<file path="config.mk">
export PLATFORM = sky130hd
export DESIGN_NAME = npu_param_loader
export DESIGN_NICKNAME = d
export VERILOG_FILES = /design/src/rtl/npu_param_loader.sv
export SDC_FILE = /design/constraint.sdc
export NUM_CORES = 1
export LEC_CHECK = 0
export BUFFER_PORTS_ARGS = -buffer_cell sky130_fd_sc_hd__buf_2
export CAP_MARGIN = 40
export CORE_MARGIN = 3
export CORE_UTILIZATION = 44
export DETAILED_ROUTE_END_ITERATION = 8
export HOLD_SLACK_MARGIN = 0.03
export PLACE_DENSITY = 0.75
export SLEW_MARGIN = 10
export SYNTH_ARGS = -nofsm -noshare
export SYNTH_HDL_FRONTEND = slang
export SYNTH_SLANG_ARGS = --single-unit
</file>
<file path="constraint.sdc">
create_clock -name clk -period 2.2 [get_ports clk]
set_clock_uncertainty 0.1 [all_clocks]
set_input_delay 0.44 -clock clk [delete_from_list [all_inputs] [get_ports clk]]
set_output_delay 0.44 -clock clk [all_outputs]
set_load 0.03 [all_outputs]
</file>
<file path="src/rtl/npu_param_loader.sv">
// Host-to-NPU loader: fills image banks, then conv/dense/bias weight RAMs, from one valid/ready word stream.
// Optional NPU_LOADER_PACKED_EN: weight regions take LANES bytes per host word instead of one.
module npu_param_loader #(
   parameter int LANES       = 4,
   parameter int IMG_WORDS   = 225,
   parameter int CONV_BYTES  = 18816,
   parameter int DENSE_BYTES = 16746,
   parameter int BIAS_BYTES  = 10,
   parameter int IMG_AW      = 10,
   parameter int WAW         = 15
) (
   input  logic                 clk,
   input  logic                 reset,
   input  logic                 start,
   input  logic                 wr_valid,
   input  logic [8*LANES-1:0]   wr_data,
   output logic                 wr_ready,
   output logic [LANES-1:0]     img_wren,
   output logic [8*LANES-1:0]   img_data,
   output logic [IMG_AW-1:0]    img_addr,
   output logic                 conv_wren,
   output logic                 dense_wren,
   output logic                 bias_wren,
   output logic [7:0]           wt_data,
   output logic [WAW-1:0]       conv_addr,
   output logic [WAW-1:0]       dense_addr,
   output logic [WAW-1:0]       bias_addr,
   output logic                 busy,
   output logic                 done
);

   localparam int MAX_AB = (IMG_WORDS > CONV_BYTES) ? IMG_WORDS : CONV_BYTES;
   localparam int MAX_CD = (DENSE_BYTES > BIAS_BYTES) ? DENSE_BYTES : BIAS_BYTES;
   localparam int MAX_SZ = (MAX_AB > MAX_CD) ? MAX_AB : MAX_CD;
   localparam int CW     = $clog2(MAX_SZ) + 1;

   if (IMG_WORDS < 1 || CONV_BYTES < 1 || DENSE_BYTES < 1 || BIAS_BYTES < 1) begin : g_size_chk
      $error("npu_param_loader: every region size must be at least 1");
   end

   typedef enum logic [2:0] {S_IDLE, S_IMG, S_CONV, S_DENSE, S_BIAS, S_DONE} state_t;

   state_t          r_state, w_state_nxt;
   logic            r_start_q;
   logic [CW-1:0]   r_cnt;
   logic [CW-1:0]   w_size_m1;
   logic            w_start_edge, w_accept, w_wt_state;
   logic            w_emit, w_step, w_last;
   logic [7:0]      w_byte;
   logic            w_busy_nxt, w_rdy_nxt;

   logic [LANES-1:0]   w_img_wren;
   logic [8*LANES-1:0] w_img_data;
   logic [IMG_AW-1:0]  w_img_addr;
   logic               w_conv_wren, w_dense_wren, w_bias_wren;
   logic [7:0]         w_wt_data;
   logic [WAW-1:0]     w_conv_addr, w_dense_addr, w_bias_addr;

   assign w_start_edge = start & ~r_start_q;
   assign w_accept     = wr_valid & wr_ready;
   assign w_wt_state   = (r_state == S_CONV) || (r_state == S_DENSE) || (r_state == S_BIAS);

   always_comb begin
      w_size_m1 = '0;
      case (r_state)
         S_IMG:   w_size_m1 = CW'(IMG_WORDS - 1);
         S_CONV:  w_size_m1 = CW'(CONV_BYTES - 1);
         S_DENSE: w_size_m1 = CW'(DENSE_BYTES - 1);
         S_BIAS:  w_size_m1 = CW'(BIAS_BYTES - 1);
         default: w_size_m1 = '0;
      endcase
   end

   assign w_step = (r_state == S_IMG) ? w_accept : w_emit;
   assign w_last = w_step && (r_cnt == w_size_m1);

`ifdef NPU_LOADER_PACKED_EN
   localparam int LW = $clog2(LANES) + 1;

   logic [8*LANES-1:0] r_sh;
   logic [LW-1:0]      r_left, w_left_nxt;
   logic               r_drop, w_drop_nxt;

   // Byte 0 goes out with the accepted word; the rest drain from the shift register.
   always_comb begin
      w_emit = 1'b0;
      w_byte = wr_data[7:0];
      if (w_wt_state) begin
         if (w_accept) begin
            w_emit = 1'b1;
         end else if (r_left != '0 && !r_drop) begin
            w_emit = 1'b1;
            w_byte = r_sh[7:0];
         end
      end
   end

   // Bytes left over when a region ends still occupy their slots but are not written.
   always_comb begin
      w_left_nxt = r_left;
      w_drop_nxt = r_drop;
      if (r_state == S_IDLE) begin
         w_left_nxt = '0;
         w_drop_nxt = 1'b0;
      end else if (w_accept && w_wt_state) begin
         w_left_nxt = LW'(LANES - 1);
         w_drop_nxt = w_last;
      end else if (r_left != '0) begin
         w_left_nxt = r_left - 1'b1;
         if (w_last) w_drop_nxt = 1'b1;
      end
      if (w_left_nxt == '0) w_drop_nxt = 1'b0;
   end

   always_ff @(posedge clk) begin
      if (reset) begin
         r_sh   <= '0;
         r_left <= '0;
         r_drop <= 1'b0;
      end else begin
         if (w_accept && w_wt_state) r_sh <= wr_data >> 8;
         else if (r_left != '0)      r_sh <= r_sh >> 8;
         r_left <= w_left_nxt;
         r_drop <= w_drop_nxt;
      end
   end

   assign w_rdy_nxt = w_busy_nxt && (w_left_nxt == '0);
`else
   always_comb begin
      w_emit = w_wt_state && w_accept;
      w_byte = wr_data[7:0];
   end

   assign w_rdy_nxt = w_busy_nxt;
`endif

   always_ff @(posedge clk) begin
      if (reset) begin
         r_state   <= S_IDLE;
         r_start_q <= 1'b0;
         r_cnt     <= '0;
      end else begin
         r_state   <= w_state_nxt;
         r_start_q <= start;
         if (w_state_nxt != r_state) r_cnt <= '0;
         else if (w_step)            r_cnt <= r_cnt + 1'b1;
      end
   end

   always_comb begin
      w_state_nxt = r_state;
      case (r_state)
         S_IDLE:  if (w_start_edge) w_state_nxt = S_IMG;
         S_IMG:   if (w_last)       w_state_nxt = S_CONV;
         S_CONV:  if (w_last)       w_state_nxt = S_DENSE;
         S_DENSE: if (w_last)       w_state_nxt = S_BIAS;
         S_BIAS:  if (w_last)       w_state_nxt = S_DONE;
         S_DONE:  if (!start)       w_state_nxt = S_IDLE;
         default:                   w_state_nxt = S_IDLE;
      endcase
   end

   assign w_busy_nxt = (w_state_nxt == S_IMG) || (w_state_nxt == S_CONV) ||
                       (w_state_nxt == S_DENSE) || (w_state_nxt == S_BIAS);

   always_comb begin
      w_img_wren   = '0;
      w_img_data   = '0;
      w_img_addr   = '0;
      w_conv_wren  = 1'b0;
      w_dense_wren = 1'b0;
      w_bias_wren  = 1'b0;
      w_wt_data    = '0;
      w_conv_addr  = '0;
      w_dense_addr = '0;
      w_bias_addr  = '0;
      if (r_state == S_IMG && w_accept) begin
         w_img_wren = '1;
         w_img_data = wr_data;
         w_img_addr = IMG_AW'(r_cnt);
      end
      if (w_emit) begin
         w_wt_data = w_byte;
         case (r_state)
            S_CONV:  begin w_conv_wren  = 1'b1; w_conv_addr  = WAW'(r_cnt); end
            S_DENSE: begin w_dense_wren = 1'b1; w_dense_addr = WAW'(r_cnt); end
            S_BIAS:  begin w_bias_wren  = 1'b1; w_bias_addr  = WAW'(r_cnt); end
            default: w_wt_data = '0;
         endcase
      end
   end

   always_ff @(posedge clk) begin
      if (reset) begin
         wr_ready   <= 1'b0;
         img_wren   <= '0;
         img_data   <= '0;
         img_addr   <= '0;
         conv_wren  <= 1'b0;
         dense_wren <= 1'b0;
         bias_wren  <= 1'b0;
         wt_data    <= '0;
         conv_addr  <= '0;
         dense_addr <= '0;
         bias_addr  <= '0;
         busy       <= 1'b0;
         done       <= 1'b0;
      end else begin
         wr_ready   <= w_rdy_nxt;
         img_wren   <= w_img_wren;
         img_data   <= w_img_data;
         img_addr   <= w_img_addr;
         conv_wren  <= w_conv_wren;
         dense_wren <= w_dense_wren;
         bias_wren  <= w_bias_wren;
         wt_data    <= w_wt_data;
         conv_addr  <= w_conv_addr;
         dense_addr <= w_dense_addr;
         bias_addr  <= w_bias_addr;
         busy       <= w_busy_nxt;
         done       <= (w_state_nxt == S_DONE);
      end
   end

endmodule

</file>
Word-level counts from Yosys, hierarchy flattened
Index checks and enable logic that the tools add are counted.

Reductions and logical operators: 17. Mux-type cells: 13. Bitwise gates (word level): 9. Eq/ne operators: 12. Add/sub/neg operators: 1.

Operators by type and width (number): $pmux W15 S4 (1); $mux W3 (6); $pmux W3 S6 (1); $add A16 B1 Y16 const B (1); $eq A16 B16 Y1 (1); $reduce_or A3 Y1 (5); $eq A3 B2 Y1 const B (4); $eq A3 B3 Y1 const B (4); $not A1 Y1 (7); $eq A3 B1 Y1 const B (2); $reduce_or A2 Y1 (3); $logic_or A1 B1 Y1 (5); $mux W1 (4); $mux W4 (1); $logic_and A1 B1 Y1 (3); $logic_not A3 Y1 (1); $ne A3 B3 Y1 (1); $and A1 B1 Y1 (2).

Logic and storage cells: 67. Output and inout bits: 105. Flip-flop bits (word level): 124. Input bits: 36.

Longest topological paths before layout
Gate-level depths: netlist of the first run.

Word-level depth: 12. Gate-level depth with buffers: 7.

Worst setup path before layout of the first run
Ideal clock, no wire load.

Path kind: register -> register. From: reg r_state[2]. To: reg done. Buffers on the path: 1. Setup time: 0.079 ns. Clock period less this slack: 2.111 ns. Arrival time: 1.931 ns. Cell stages (with the launch flop): 7. Required time: 2.021 ns. Path slack: 0.089 ns. Path through: dfxtp_1 buf_2 nor3b_1 mux2i_2 nand4_2 or4_4 a211oi_2.

Cells in the longest elaborated chain, start to end: 9. Elaborated cells on any way between the ends: 21. Classes of those cells: eq/ne: 7; mux: 9; reduce/logical: 5.

RTL lines: from (decl) (line 43) `state_t r_state, w_state_nxt;`; from (signal assigned) (line 144) `r_state <= w_state_nxt;`; parallel branches: the longest is 7 deep, another holds $eq A16 B16 Y1; $pmux W3 S6 (*) (line 153) `case (r_state)`; $eq A3 B3 Y1 (*) (line 222) `done <= (w_state_nxt == S_DONE);`; to (signal assigned) (line 222); to (decl) (line 29) `output logic done`.

Mark *: on every way between the ends. A chain may end at the register's enable or synchronous reset.

Worst setup path in the final report of the first run
From: reg r_state[0]. To: reg r_state[1].

Cells in the longest elaborated chain, start to end: 8. Elaborated cells on any way between the ends: 18. Classes of those cells: eq/ne: 6; mux: 7; reduce/logical: 5.

RTL lines (line): parallel branches: the longest is 7 deep, another holds $eq A16 B16 Y1; $pmux W3 S6 (*) (153).

Marked as above.

==> results of run 1 <==
stage by stage:
step	std cells	total power [mW]	setup slack [ns]	instance area [um^2]	setup TNS (ns)
floorplan	368	2.323	0.08946	3989	0
global placement	617	2.372	0.05594	4908	0
detailed placement	617	2.375	0.01961	4908	0
CTS	667	5.326	0.01849	5729	0
global route	671	5.462	-0.04127	5778	-0.04956
finish	671	5.283	0.05769	5778	0
kinds of logic (layout without fill, tap and decap cells):
logic type / Yosys count / count (layout)
mux: 3 / 3
compound gates: 24 / 24
flops: 121 / 121
fa+ha+maj: 1 / 1
simple gates: 177 / 177
xor+xnor: 15 / 15
buf+inv: 27 / 222
critical path, stage by stage (launching register included):
cell and delay, ns:
dfxtp_1 0.41, or4bb_1 0.53, o2bb2ai_2 0.18, o22ai_1 0.13, or4_1 0.49, a211oi_1 0.22
worst min path at each step:
stage / end / slack (ns) / cells past startpoint / startpoint
3_3_place_gp: r_cnt[15] / 0.40 / 2 / r_cnt[15]
3_5_place_dp: r_cnt[15] / 0.42 / 2 / r_cnt[15]
4_1_cts: img_data[24] / 0.03 / 2 / wr_data[24]
2_1_floorplan: r_cnt[15] / 0.38 / 2 / r_cnt[15]
6_report: img_data[13] / 0.05 / 2 / wr_data[13]
5_1_grt: wt_data[7] / 0.03 / 2 / wr_data[7]
report_power, final:
part / internal (mW) / switching, mW / leakage (nW)
clock network: 1.90 / 1.03 / 0.305
registers: 2.20 / 0.00608 / 0.976
logic: 0.0794 / 0.0744 / 1.52
total: 4.18 / 1.11 / 2.80
cell type report:
| type | count | area share [%] |
|---|---|---|
| sequential | 121 | 41.97 |
| tap | 108 | 2.339 |
| timing repair buffer | 188 | 19.53 |
| multi-input combinational | 220 | 25.03 |
| clock inverter | 14 | 3.595 |
| clock buffer | 18 | 7.406 |
| inverter | 2 | 0.1299 |
sequential cells by signal, summed over array words and instances, names as in the netlist:
name,cells
bias_addr,15
dense_wren,1
conv_wren,1
bias_wren,1
img_data,32
r_state,3
wt_data,8
conv_addr,15
done,1
dense_addr,15
img_wren,1
busy,1
r_start_q,1
r_cnt,16
img_addr,10
synthesized netlist by cell type (all sizes together) (3+ instances only):
cell type,count
mux2i,3
and2,96
xnor2,4
dfxtp,121
a21oi,6
buf,13
or3,3
or2,3
a211oi,3
nor2,26
or4,3
nand4,5
clkbuf,12
nand2b,3
nand3,5
xor2,11
and3,5
o211ai,3
nand2,14
metal layers:
metal / up-vias / GRT usage (%) / part of all wire [%]
met2: 125 / 32.39 / 50
li1: 1550 / - / -
met4: 0 / 6.135 / 1.4
met1: 1397 / 21.41 / 41
met3: 15 / 7.851 / 7.6
met5: - / 0 / 0
repair_timing:
action	in CTS	in global routing
endpoints found under the hold margin	20	4
resized for setup	1	3
endpoints found under the setup margin	2	14
gates cloned	0	0
hold buffers	18	4
==> results.json, run 1 <==
{
  "outcome": "finished clean",
  "post_cts_buffers": 0,
  "synth-xor-area-share_pct": 3.294,
  "first_pass_iters": 4,
  "yosys.area_share.adder_pct": 0.3137,
  "synth_top_area_share_pct": 60.73,
  "maxSlewViolCount": 0,
  "synth_compound_area_share_pct": 4.768,
  "dp_hpwl_um": 6286,
  "async_flop_share_pct": 0,
  "timing.fmax_mhz": 466.8,
  "grt_pass1_wl_um": 14920,
  "ioPinCount": 141,
  "synthSimpleGateAreaFrac_pct": 26.51,
  "drc_errors": 0,
  "grt_pass1_vias": 3036,
  "cts-root-buf": "clkbuf_8",
  "crit_arrival_ns": 2.46,
  "start_util_pct": 45.52,
  "rsz0062_at_grt": "yes",
  "synth_top_family_by_area": "simple AND/OR/NAND/NOR gates",
  "register_area_um2": 2425,
  "rr_worst_depth": 5,
  "whs_ns": 0.04674,
  "ir_drop_mv": 0.4517,
  "vias": 3087,
  "final_core_utilization_pct": 65.93,
  "grt_overflow": 0,
  "ys.flop_type": "dfxtp_1",
  "hp-class": "input pin to register",
  "area_growth_pct": 44.86,
  "portBuffers": 140,
  "r2r_start": "r_state[0]",
  "fillers": 645,
  "regToRegSetupSlack_ns": 0.06,
  "vias_per_cell": 4.601,
  "synth_edf_count": 0,
  "clock-sinks": 121,
  "avgSynthCellArea_um2": 10.84,
  "die_w_um": 101.2,
  "fin_crit_sh_pct": 97.38,
  "max-slew-margin-rel_pct": 77.69,
  "power_density_nw_per_um2": 914.3,
  "cts_buffer_depth": 2,
  "final_nets": 587,
  "endpoint_kind": "register",
  "setup.worst_path.class": "register to register",
  "ys_types": 54,
  "most-common-layout-cells": "buf_2 (140), dfxtp_1 (119), and2_1 (92)",
  "numCtsBuffers": 17,
  "maxCapViolations": 0,
  "insertion_delay_ns": 0.50,
  "postRouteAntennaNets": 0,
  "worst_ep_required_time_ns": 2.52,
  "synth_mux_area_share_pct": 0.9410,
  "syn_nets": 405,
  "clkTransAtPathRegs_ns": 0.06,
  "grt_max_degree": 44,
  "drive_above_1_share_pct": 40.50,
  "routed_wl_um": 9528,
  "cts_tree": "yes",
  "fp.coreArea_um2": 8763,
  "leakage_nw": 2.798,
  "syn_inst": 368,
  "synth_top_cells_by_area": "dfxtp_1 (61%), and2_1 (14%), nor2_1 (2.4%), xor2_1 (2.4%), nand2_1 (1.3%)",
  "worstMarginPinSlew_ns": 0.3319,
  "yosysWarnings": 0,
  "cp_max_fo": 5,
  "grt_usage_pct": 18.92,
  "routedWlPerCell_um": 14.20,
  "place.gp.congestion": 0.8439,
  "htree_levels": 4,
  "setup_viol": 0,
  "r2r-end": "r_state[1]",
  "netlist_area_um2": 3989,
  "ys_seq_elements": 121,
  "antenna_found_initial": 0,
  "critPathCapture": "r_state[1]",
  "final_common_cell": "buf_2",
  "min_period_ns": 2.142,
  "yosys.area.top_type": "dfxtp_1",
  "start_kind": "register",
  "yosysSeqAreaShare_pct": 60.73,
  "multi_input_area_um2": 1446,
  "chipHeight_um": 101.2,
  "hold_viol": 0,
  "drt_iter0_markers": 118,
  "num_rows": 34,
  "cp-startpoint": "r_state[0]",
  "diodes": 0,
  "die_area_um2": 10240
}
Power figures use the tool's default switching activity.
==> inputs of run 2 (changes only) <==
--- a/config.mk
+++ b/config.mk
@@ -5,13 +5,12 @@
 export SDC_FILE = /design/constraint.sdc
 export NUM_CORES = 1
 export LEC_CHECK = 0
-export BUFFER_PORTS_ARGS = -buffer_cell sky130_fd_sc_hd__buf_2
 export CAP_MARGIN = 40
 export CORE_MARGIN = 3
-export CORE_UTILIZATION = 44
+export CORE_UTILIZATION = 45
 export DETAILED_ROUTE_END_ITERATION = 8
+export DONT_BUFFER_PORTS = 1
 export HOLD_SLACK_MARGIN = 0.03
-export PLACE_DENSITY = 0.75
 export SLEW_MARGIN = 10
 export SYNTH_ARGS = -nofsm -noshare
 export SYNTH_HDL_FRONTEND = slang
==> results.json, run 2 (synthesized netlist as in run 1, its figures left out) <==
{
  "crit_arrival_ns": 2.43,
  "numCtsBuffers": 17,
  "internal_power_mw": 3.796,
  "fp.coreArea_um2": 8423,
  "power_density_nw_per_um2": 945.5,
  "most-common-layout-cells": "dfxtp_1 (118), and2_1 (92), dlygate4sd3_1 (34)",
  "portBuffers": 0,
  "place_inst": 482,
  "fillers": 671,
  "die_area_um2": 10030,
  "regMostFlops": "img_data",
  "first_pass_iters": 4,
  "max-slew-margin-rel_pct": 75.62,
  "r2r-end": "done",
  "rsz0062_at_grt": "no",
  "hold_viol": 0,
  "cp_max_fo": 3,
  "routedWlPerCell_um": 16.51,
  "drive_above_1_share_pct": 21.67,
  "chipHeight_um": 100.2,
  "die_w_um": 100.2,
  "start_kind": "register",
  "maxSlewViolCount": 0,
  "htree_levels": 4,
  "grt_max_degree": 44,
  "switchingPower_mw": 1.106,
  "start_util_pct": 47.36,
  "setup_tns_ns": 0,
  "vias": 2643,
  "final_area_um2": 5184,
  "setup_viol": 0,
  "fin_cells": 548,
  "hp-class": "input pin to register",
  "drt_iter0_markers": 59,
  "drc_errors": 0,
  "min_period_ns": 2.100,
  "cp-startpoint": "r_cnt[15]",
  "insertion_delay_ns": 0.51,
  "grt_overflow": 0,
  "diodes": 0,
  "routed_wl_um": 9045,
  "setup.worst_path.class": "register to register",
  "cts-root-buf": "clkbuf_8",
  "ir_drop_mv": 0.4915,
  "regToRegSetupSlack_ns": 0.10,
  "reg_top3": "img_data x32, r_cnt x16",
  "grt_pass1_vias": 2613,
  "area_growth_pct": 29.96,
  "worst_ep_required_time_ns": 2.53,
  "place.gp.congestion": 0.8060,
  "clock-sinks": 121,
  "num_rows": 33,
  "ioPinCount": 141,
  "final_nets": 467,
  "critPathCapture": "done",
  "grt_pass1_wl_um": 13900,
  "leakage_nw": 2.129,
  "cts_tree": "yes",
  "sw_frac_of_total_pct": 22.56,
  "largest_reg_flops": 32,
  "p_clk_share_pct": 52.1,
  "min_from": "start",
  "final_common_cell": "dfxtp_1",
  "endpoint_kind": "register",
  "post_dp_cell_area_um2": 4277,
  "fin_crit_sh_pct": 95.43,
  "whs_ns": 0.1301,
  "clkTransAtPathRegs_ns": 0.06,
  "worstMarginPinSlew_ns": 0.3626,
  "pre_cts_ws_ns": 0.02646,
  "maxCapViolations": 0,
  "cts_buffer_depth": 2,
  "dp_hpwl_um": 5985,
  "postRouteAntennaNets": 0,
  "r2r_start": "r_cnt[15]",
  "outcome": "finished clean",
  "timing.fmax_mhz": 476.3,
  "vias_per_cell": 4.823,
  "rr_worst_depth": 5,
  "fin_ws_ns": 0.1005,
  "antenna_found_initial": 0,
  "pwr-share-comb_pct": 2.7,
  "seqPwrFrac_pct": 45.2,
  "grt_usage_pct": 18.08
}
## run 2: cell count changes in the layout (fill, tap and decap cells not counted), sizes merged
| cell | change |
|---|---|
| clkinvlp | +2 |
| buf | -132 |
| dlygate4sd3 | +12 |
| bufinv | -3 |
| inv | +1 |
## run 2: how the worst min path moves through the flow
stage / endpoint / slack, ns / cells past startpoint
2_1_floorplan: r_cnt[15] / 0.38 / 2
3_5_place_dp: r_cnt[15] / 0.41 / 2
3_3_place_gp: r_cnt[15] / 0.39 / 2
5_1_grt: busy / 0.14 / 3
4_1_cts: busy / 0.11 / 3
6_report: busy / 0.13 / 3
## run 2: layer usage
metal  track usage (%)  routed length [um]
met1             20.70                3717
met3             7.019                 693
met2             30.78                4527
met5                 0                   0
met4             6.218                 106
## run 2: timing repair
item,CTS,global route
buffers inserted,0,0
setup endpoints to repair,0,6
hold buffers,34,0
resized for setup,0,5
hold endpoints to repair,46,0
## run 2: area by class of cell
type | instances | area [um^2] | share of cell area, %
flip-flops and latches | 121 | 2426 | 46.80
multi-input cells | 220 | 1443 | 27.83
repair buffers | 68 | 620.6 | 11.97
clock buffers | 18 | 417.9 | 8.062
clock inverters | 14 | 137.6 | 2.655
well taps | 105 | 131.4 | 2.534
inverters | 2 | 7.507 | 0.1448
## run 2: power groups by stage
stage | Sequential, mW | Clock, mW | Combinational, mW
final | 2.22 | 2.55 | 0.134
after global routing | 2.22 | 2.71 | 0.146
after CTS | 2.21 | 2.62 | 0.133
after detailed placement | 2.26 | 0 | 0.0822
after global placement | 2.26 | 0 | 0.0811
after floorplan | 2.26 | 0 | 0.0582
## run 2: through the flow
stage,utilization [%],power (mW)
4_1_cts,61.41,4.971
2_1_floorplan,-,2.323
3_3_place_gp,50.77,2.344
5_1_grt,61.54,5.076
3_5_place_dp,50.77,2.345
6_report,61.54,4.901
## run 2: worst max-delay path, stage by stage (launching register included)
cell and delay [ns]:
dfxtp_1 0.32, or4_4 0.55, nor3_4 0.16, nand4_2 0.16, or4_4 0.55, a211oi_2 0.20
==> inputs of run 3 (changes only) <==
--- a/config.mk
+++ b/config.mk
@@ -11,6 +11,7 @@
 export DETAILED_ROUTE_END_ITERATION = 8
 export DONT_BUFFER_PORTS = 1
 export HOLD_SLACK_MARGIN = 0.03
+export SETUP_SLACK_MARGIN = 0.2
 export SLEW_MARGIN = 10
 export SYNTH_ARGS = -nofsm -noshare
 export SYNTH_HDL_FRONTEND = slang
==> results.json, run 3 (synthesized netlist as in run 1, its figures left out) <==
{
  "outcome": "finished clean",
  "most-common-layout-cells": "dfxtp_1 (117), and2_1 (92), dlygate4sd3_1 (34)",
  "postRouteAntennaNets": 0,
  "endpoint_kind": "register",
  "setup_tns_ns": 0,
  "drive_above_1_share_pct": 23.93,
  "crit_chain": "or4bb_4 > o2bb2ai_4 > o22ai_2 > or4_4 > a211oi_2",
  "vias_per_cell": 4.892,
  "place_inst": 478,
  "die_w_um": 100.2,
  "numCtsBuffers": 17,
  "worst_path_max_delay_cell": "or4bb_4",
  "power_density_nw_per_um2": 990.1,
  "start_kind": "register",
  "whs_ns": 0.1617,
  "r2r-end": "r_state[1]",
  "final_common_cell": "dfxtp_1",
  "clkTransAtPathRegs_ns": 0.06,
  "setup.worst_path.class": "register to register",
  "fin_crit_sh_pct": 93.59,
  "pre_cts_ws_ns": 0.007094,
  "place.gp.congestion": 0.8220,
  "final_nets": 468,
  "routed_wl_um": 9306,
  "hp-class": "input pin to register",
  "fin_ws_ns": 0.1410,
  "drc_errors": 0,
  "rr_worst_depth": 5,
  "diodes": 0,
  "timing.fmax_mhz": 485.7,
  "min_from": "start",
  "setup_viol": 0,
  "routedWlPerCell_um": 16.98,
  "max-slew-margin-rel_pct": 72.46,
  "portBuffers": 0,
  "ir_drop_mv": 0.4417,
  "dp_hpwl_um": 5913,
  "fillers": 668,
  "fin_cells": 548,
  "critical_path.top_delay_family": "simple AND/OR/NAND/NOR gates",
  "first_pass_iters": 4,
  "fp.coreArea_um2": 8423,
  "crit_arrival_ns": 2.37,
  "maxSlewViolCount": 0,
  "cts_tree": "yes",
  "grt_pass1_vias": 2703,
  "reg_top3": "img_data x32, r_cnt x16",
  "r2r_start": "r_state[2]",
  "grt_max_degree": 42,
  "htree_levels": 4,
  "cts-root-buf": "clkbuf_8",
  "hold_viol": 0,
  "regMostFlops": "img_data",
  "min_path_cells": 3,
  "whs_endpoint": "busy",
  "cpPeakStageDelay_ns": 0.56,
  "start_util_pct": 47.36,
  "vias": 2681,
  "power_mw": 5.339,
  "clock-sinks": 121,
  "final_core_utilization_pct": 64.02,
  "final_area_um2": 5393,
  "grt_overflow": 0,
  "rsz0062_at_grt": "yes",
  "grt_pass1_wl_um": 14260,
  "cp_max_fo": 6,
  "regToRegSetupSlack_ns": 0.14,
  "worstMarginPinSlew_ns": 0.4128,
  "min_period_ns": 2.059,
  "grt_usage_pct": 18.47,
  "post_dp_cell_area_um2": 4260,
  "antenna_found_initial": 0,
  "drt_iter0_markers": 86,
  "largest_reg_flops": 32,
  "chipHeight_um": 100.2,
  "maxCapViolations": 0,
  "die_area_um2": 10030,
  "worst_ep_required_time_ns": 2.51,
  "insertion_delay_ns": 0.50,
  "leakage_nw": 2.178,
  "cts_buffer_depth": 2,
  "multi_input_area_um2": 1533,
  "ioPinCount": 141,
  "register_area_um2": 2432,
  "path_buf_inv": 0,
  "area_growth_pct": 35.19,
  "num_rows": 33
}
-- run 3: cell types whose count changed in the layout (fill, tap and decap cells not counted), sizes merged --
cell / change
clkinv: +1
bufinv: +4
buf: +1
inv: -4
clkinvlp: -2
-- run 3: how the worst max path moves through the flow --
| stage | endpoint | depth (start not counted) | slack (ns) | from |
|---|---|---|---|---|
| after floorplan | r_state[1] | 5 | 0.16 | r_cnt[9] |
| after global placement | r_state[1] | 5 | 0.10 | r_state[1] |
| after detailed placement | r_state[1] | 5 | 0.007 | r_state[1] |
| after CTS | done | 5 | 0.14 | r_cnt[12] |
| after global routing | r_state[1] | 5 | 0.07 | r_state[2] |
| final | r_state[1] | 5 | 0.14 | r_state[2] |
-- run 3: per-layer routing --
metal / global-route usage, % / vias up / routed length (um)
li1: - / 1309 / -
met1: 20.46 / 1255 / 3710
met2: 32.72 / 104 / 4830
met3: 6.602 / 13 / 688
met4: 6.218 / 0 / 78
met5: 0 / - / 0
-- run 3: layout make-up --
class,count,area share (%)
Timing Repair Buffer,69,11.93
Tap cell,105,2.436
Inverter,2,0.1392
Clock buffer,18,7.935
Sequential cell,121,45.10
Multi-Input combinational cell,220,28.42
Clock inverter,13,4.037
-- run 3: where the power goes --
part	total, mW	switching, mW	internal [mW]
registers	2.21	0.0147	2.20
clock network	2.98	0.989	1.99
logic	0.146	0.0660	0.0799
total	5.34	1.07	4.27
-- run 3: worst min-delay path, stage by stage --
cell and delay (ns):
nand2b_1 0.09, a21o_1 0.12, a21oi_1 0.06
-- run 3: what timing repair did --
| action | 4_1_cts | 5_1_grt |
|---|---|---|
| hold buffers | 34 | 0 |
| hold endpoints to repair | 46 | 0 |
| pin swaps | 10 | 17 |
| buffers inserted | 2 | 3 |
| gates resized for setup | 10 | 14 |
| endpoints found under the setup margin | 11 | 21 |
